<file path="config.mk">
export PLATFORM = sky130hd
export DESIGN_NAME = fetch_unit
export DESIGN_NICKNAME = d
export VERILOG_FILES = /design/src/rtl/fetch_unit.sv
export SDC_FILE = /design/constraint.sdc
export NUM_CORES = 1
export LEC_CHECK = 0
export ABC_CLOCK_PERIOD_IN_PS = 3990
export CAP_MARGIN = 20
export CORE_AREA = 2 2 162 116
export CTS_CLUSTER_DIAMETER = 50
export DETAILED_ROUTE_END_ITERATION = 16
export DIE_AREA = 0 0 164 118
export PLACE_DENSITY = 0.77
export SLEW_MARGIN = 20
export SYNTH_ARGS = -nofsm -noshare
export SYNTH_HDL_FRONTEND = slang
export SYNTH_SLANG_ARGS = --single-unit
</file>
<file path="constraint.sdc">
create_clock -name clk -period 3.99 [get_ports clk]
set_input_delay 0.9975 -clock clk [delete_from_list [all_inputs] [get_ports clk]]
set_output_delay 0.9975 -clock clk [all_outputs]
set_load 0.02 [all_outputs]
</file>
<file path="src/rtl/fetch_unit.sv">
// Instruction-fetch stage with IF/ID pipeline register: PC, next-PC selection,
// stall hold, one-bubble redirect and end-of-memory stop.
module fetch_unit #(
    parameter int          DWIDTH     = 32,
    parameter logic [31:0] RESET_PC   = 32'h0000_0000,
    parameter int          IMEM_WORDS = 256
) (
    input  logic              clk,
    input  logic              rst_n,
    output logic [31:0]       imem_addr,
    input  logic [DWIDTH-1:0] imem_rdata,
    input  logic              stall,
    input  logic [1:0]        jump_type,
    input  logic [31:0]       jump_addr,
    input  logic [DWIDTH-1:0] imm,
    input  logic              branch_eq,
    input  logic [31:0]       jr_target,
    output logic [DWIDTH-1:0] id_instr,
    output logic [31:0]       id_pc,
    output logic [31:0]       id_pc_plus4,
    output logic              id_valid,
    output logic              done
);

    localparam logic [32:0] PC_LIMIT = 33'(IMEM_WORDS) * 33'd4;

    typedef enum logic [1:0] {
        IDLE,
        RUN,
        DONE
    } state_e;

    state_e            state_q, state_d;
    logic [31:0]       pc_q, pc_d;
    logic [DWIDTH-1:0] idInstr_q, idInstr_d;
    logic [31:0]       idPc_q, idPc_d;
    logic [31:0]       idPcPlus4_q, idPcPlus4_d;
    logic              idValid_q, idValid_d;
    logic              done_q, done_d;

    logic [31:0] pcPlus4;
    logic        seqOutOfRange;
    logic [31:0] immWord;
    logic [31:0] branchTarget;
    logic [31:0] jumpTarget;
    logic [31:0] jrTarget;
    logic        redirectTaken;
    logic [31:0] redirectTarget;
    logic        targetInRange;
    logic        unusedBits;

    assign pcPlus4       = pc_q + 32'd4;
    assign seqOutOfRange = ({1'b0, pc_q} + 33'd4) >= PC_LIMIT;
    assign immWord       = 32'(imm);
    assign branchTarget  = idPcPlus4_q + (immWord << 2);
    assign jumpTarget    = {idPcPlus4_q[31:28], jump_addr[25:0], 2'b00};
    assign jrTarget      = {jr_target[31:2], 2'b00};
    assign targetInRange = {1'b0, redirectTarget} < PC_LIMIT;
    assign unusedBits    = ^{jump_addr[31:26], jr_target[1:0]};

    // Redirect decisions only apply to a real instruction sitting in IF/ID.
    always_comb begin
        redirectTaken  = 1'b0;
        redirectTarget = branchTarget;
        if (idValid_q) begin
            case (jump_type)
                2'b01: redirectTaken = branch_eq;
                2'b10: begin
                    redirectTaken  = 1'b1;
                    redirectTarget = jumpTarget;
                end
                2'b11: begin
                    redirectTaken  = 1'b1;
                    redirectTarget = jrTarget;
                end
                default: redirectTaken = 1'b0;
            endcase
        end
    end

    always_comb begin
        state_d     = state_q;
        pc_d        = pc_q;
        idInstr_d   = idInstr_q;
        idPc_d      = idPc_q;
        idPcPlus4_d = idPcPlus4_q;
        idValid_d   = idValid_q;
        done_d      = done_q;

        case (state_q)
            IDLE: state_d = RUN;

            RUN: begin
                if (redirectTaken) begin
                    idValid_d = 1'b0;
                    idInstr_d = '0;
                    if (targetInRange) begin
                        pc_d = redirectTarget;
                    end else begin
                        state_d = DONE;
                        done_d  = 1'b1;
                    end
                end else if (!stall) begin
                    idInstr_d   = imem_rdata;
                    idPc_d      = pc_q;
                    idPcPlus4_d = pcPlus4;
                    idValid_d   = 1'b1;
                    // The last in-range word is still captured; only the PC freezes.
                    if (seqOutOfRange) begin
                        state_d = DONE;
                        done_d  = 1'b1;
                    end else begin
                        pc_d = pcPlus4;
                    end
                end
            end

            DONE: begin
                if (redirectTaken) begin
                    idValid_d = 1'b0;
                    idInstr_d = '0;
                    if (targetInRange) begin
                        pc_d    = redirectTarget;
                        state_d = RUN;
                    end
                end else if (!stall) begin
                    idValid_d = 1'b0;
                    idInstr_d = '0;
                end
            end

            default: state_d = IDLE;
        endcase
    end

    always_ff @(posedge clk or negedge rst_n) begin
        if (!rst_n) begin
            state_q     <= IDLE;
            pc_q        <= RESET_PC;
            idInstr_q   <= '0;
            idPc_q      <= '0;
            idPcPlus4_q <= '0;
            idValid_q   <= 1'b0;
            done_q      <= 1'b0;
        end else begin
            state_q     <= state_d;
            pc_q        <= pc_d;
            idInstr_q   <= idInstr_d;
            idPc_q      <= idPc_d;
            idPcPlus4_q <= idPcPlus4_d;
            idValid_q   <= idValid_d;
            done_q      <= done_d;
        end
    end

    assign imem_addr   = pc_q;
    assign id_instr    = idInstr_q;
    assign id_pc       = idPc_q;
    assign id_pc_plus4 = idPcPlus4_q;
    assign id_valid    = idValid_q;
    assign done        = done_q;

endmodule

</file>
==> results.ini <==
[critical_path]
path_class = in2reg
required_ns = 4.30
critPathArrivalTime_ns = 4.24
end_kind = register
start_kind = input port
timing.reg2reg.setup_slack_ns = 0.30
cp_max_fo = 4

[status]
status = completed

[die]
dieHeight_um = 118
top_level_ports = 264
fp-row-count = 41
die_width_um = 164
dieArea_um2 = 19350
coreArea_um2 = 17800
start_util = 0.4740

[routing]
drtIter0Drc = 774
wl_um = 30980
drc_errors = 0
top_layer = met4
vias_per_cell = 5.780
route.met2.wl_um = 14130
first_pass_iters = 9
drt-met1-wl_um = 13440
wl_met3_um = 2680
drt.antenna.violating_nets = 0
num_vias = 8982
wl_per_cell_um = 19.94

[synthesis]
synth_top_area_cell = dfrtp_1
synthesis.nets = 1123
muxShareOfSynthArea = 0.02654
yosys.area.top_type_share = 0.3855
synth-compound-area-share = 0.2042
yosys_register_bits = 130
yosysWarnings = 0
yosysUniqueCellTypes = 86
synth_xor_area_frac = 0.04567
syn_area_um2 = 8438
synthSimpleGateAreaFrac = 0.2270
synth_edf_count = 0
async_flop_share = 1.000
synthFlopType = dfrtp_1
netlist_top_cells_area = dfrtp_1 (39%), nand2_1 (7.3%), ha_1 (5.0%)
synth_top_family_by_area = simple AND/OR/NAND/NOR gates
yosys.area_share.adder = 0.05279
synth_cells = 954
ys_seq_area_frac = 0.3855
avgSynthCellArea_um2 = 8.845

[power_and_ir_drop]
p_per_area_nw_per_um2 = 556.0
ir_worst_vdd_uv = 437.6
p_leak_nw = 5.823
power_mw = 7.330

[clock_tree]
cts_tree = built
h-tree-depth = 4
clock-sinks = 130
cts_root_buf = clkbuf_16
numCtsBuffers = 17
cts.path.max_buffers = 2
clock_latency_ns = 0.43
postCtsHoldBufs = 0
clk_pin_slew_worst_paths_ns = 0.06

[cells_and_area]
finish.instance_area_um2 = 13180
final_common_cell = clkdlybuf4s50_1
nets = 1474
area_growth_pct = 56.23
layout-drive-gt1-share = 0.2185
nFillCells = 1296
stdcell_count = 1554
diodes = 0
final_cell_mix = clkdlybuf4s50_1 (233), nand2_1 (163), buf_4 (142)

[global_routing]
grt_max_degree = 97
grt.total_usage = 0.3107
grt_pass1_vias = 8822
grt_pass1_wl_um = 47290
antenna_found_initial = 0
grt-ovfl-total = 0

[placement]
place_area_um2 = 11870
place_ws_ns = -0.7801
place_inst = 1505
gp_congestion = 0.9439
place_hpwl_um = 22350
io_buffers = 253

[sta]
tightest_slew_ns = 0.8990
fin_worst_skew_ns = 0.01854
drv_slew = 0
finalHoldViolCount = 0
setup_violations = 0
worst_slack_ns = 0.05277
relSlewSlack = 0.4007
period_minus_slack_ns = 3.937
fin_setup_tns_ns = 0
fmax_mhz = 254.0
post-route-period-util = 0.9868

[run]
maxCapViolations = 0

[worst_hold_path]
hold_path.class = reg2reg

[state kept, by name (all words and copies together), names as in the netlist]
name,flops
id_pc_plus4,30
id_pc,32
done,1
state_q,2
id_valid,1
id_instr,32
imem_addr,32
[layer usage]
layer	vias to the layer above	GRT usage
met5	-	0
met4	0	0.1009
met3	63	0.06237
met2	458	0.4814
met1	4309	0.4353
li1	4152	-
[cells in the mapped netlist, types with 6 or more instances]
cell type and n:
clkbuf_8 6, o21ai_0 65, nand2_1 163, xnor2_1 28, clkbuf_1 42, a21oi_1 50, mux2i_1 19, inv_1 19
ha_1 34, dfrtp_1 130, a211o_1 6, nor2_1 43, and4_1 7, or2_2 7, or3_1 10, nor3_1 19
xor2_1 16, o211ai_1 9, nand3_1 24, nor2b_1 7, buf_2 8, o21a_1 10, nand4_1 25, a21o_1 9
and2_1 26, nor4_1 9, buf_6 6, a22o_1 32, a211oi_1 12, and3_1 9
[cells by family after synthesis]
logic type      after synthesis
compound gates              252
xor+xnor                     44
fa+ha+maj                    35
buf+inv                      90
flops                       130
mux                          22
simple gates                381
[what timing repair did]
action,in CTS,in global routing
cloned,1,0
resized for setup,71,61
buffers inserted,9,7
pin swaps,21,37
setup endpoints to repair,35,35
[final timing paths]
check,from,depth (start not counted),endpoint
min in group asynchronous,rst_n,1,id_instr[19]
setup reg to reg,imem_addr[2],11,imem_addr[3]
hold / removal,id_pc[29],2,id_pc[29]
max in group asynchronous,rst_n,2,id_pc_plus4[23]
hold reg to reg,id_pc[29],2,id_pc[29]
setup / recovery,imm[2],17,imem_addr[2]
[critical path, stage by stage]
cell,delay [ns]
dlygate4sd2_1,0.27
ha_4,0.29
o211ai_1,0.10
buf_4,0.16
o211ai_1,0.29
a21oi_2,0.12
buf_4,0.14
buf_4,0.12
xnor2_1,0.13
o32ai_2,0.30
o2111ai_1,0.15
and4bb_1,0.35
and3_4,0.28
buf_6,0.12
buf_4,0.09
mux2i_1,0.06
a211o_1,0.26
[cell type report]
class / instances / area (um2) / share of cell area
clock inverters: 14 / 142.6 / 0.01082
inverters: 20 / 75.07 / 0.005695
clock buffers: 18 / 439.2 / 0.03331
flip-flops and latches: 130 / 3253 / 0.2468
multi-input cells: 734 / 5258 / 0.3988
repair buffers: 402 / 3720 / 0.2822
well taps: 236 / 295.3 / 0.02240
[metrics by stage]
stage,hold WS (ns),util
after floorplan,0.4894,-
after global placement,0.4451,0.6670
after detailed placement,0.4475,0.6670
after CTS,0.4781,0.7228
after global routing,0.4914,0.7406
final,0.4742,0.7406
[power breakdown]
group          internal [mW]  leakage, nW  switching, mW  total, mW
logic                   1.80         3.82           2.05       3.85
registers               1.63         1.72          0.314       1.94
clock network          0.893        0.283          0.638       1.53
total                   4.32         5.82           3.01       7.33
(Power assumes the default switching activity.)
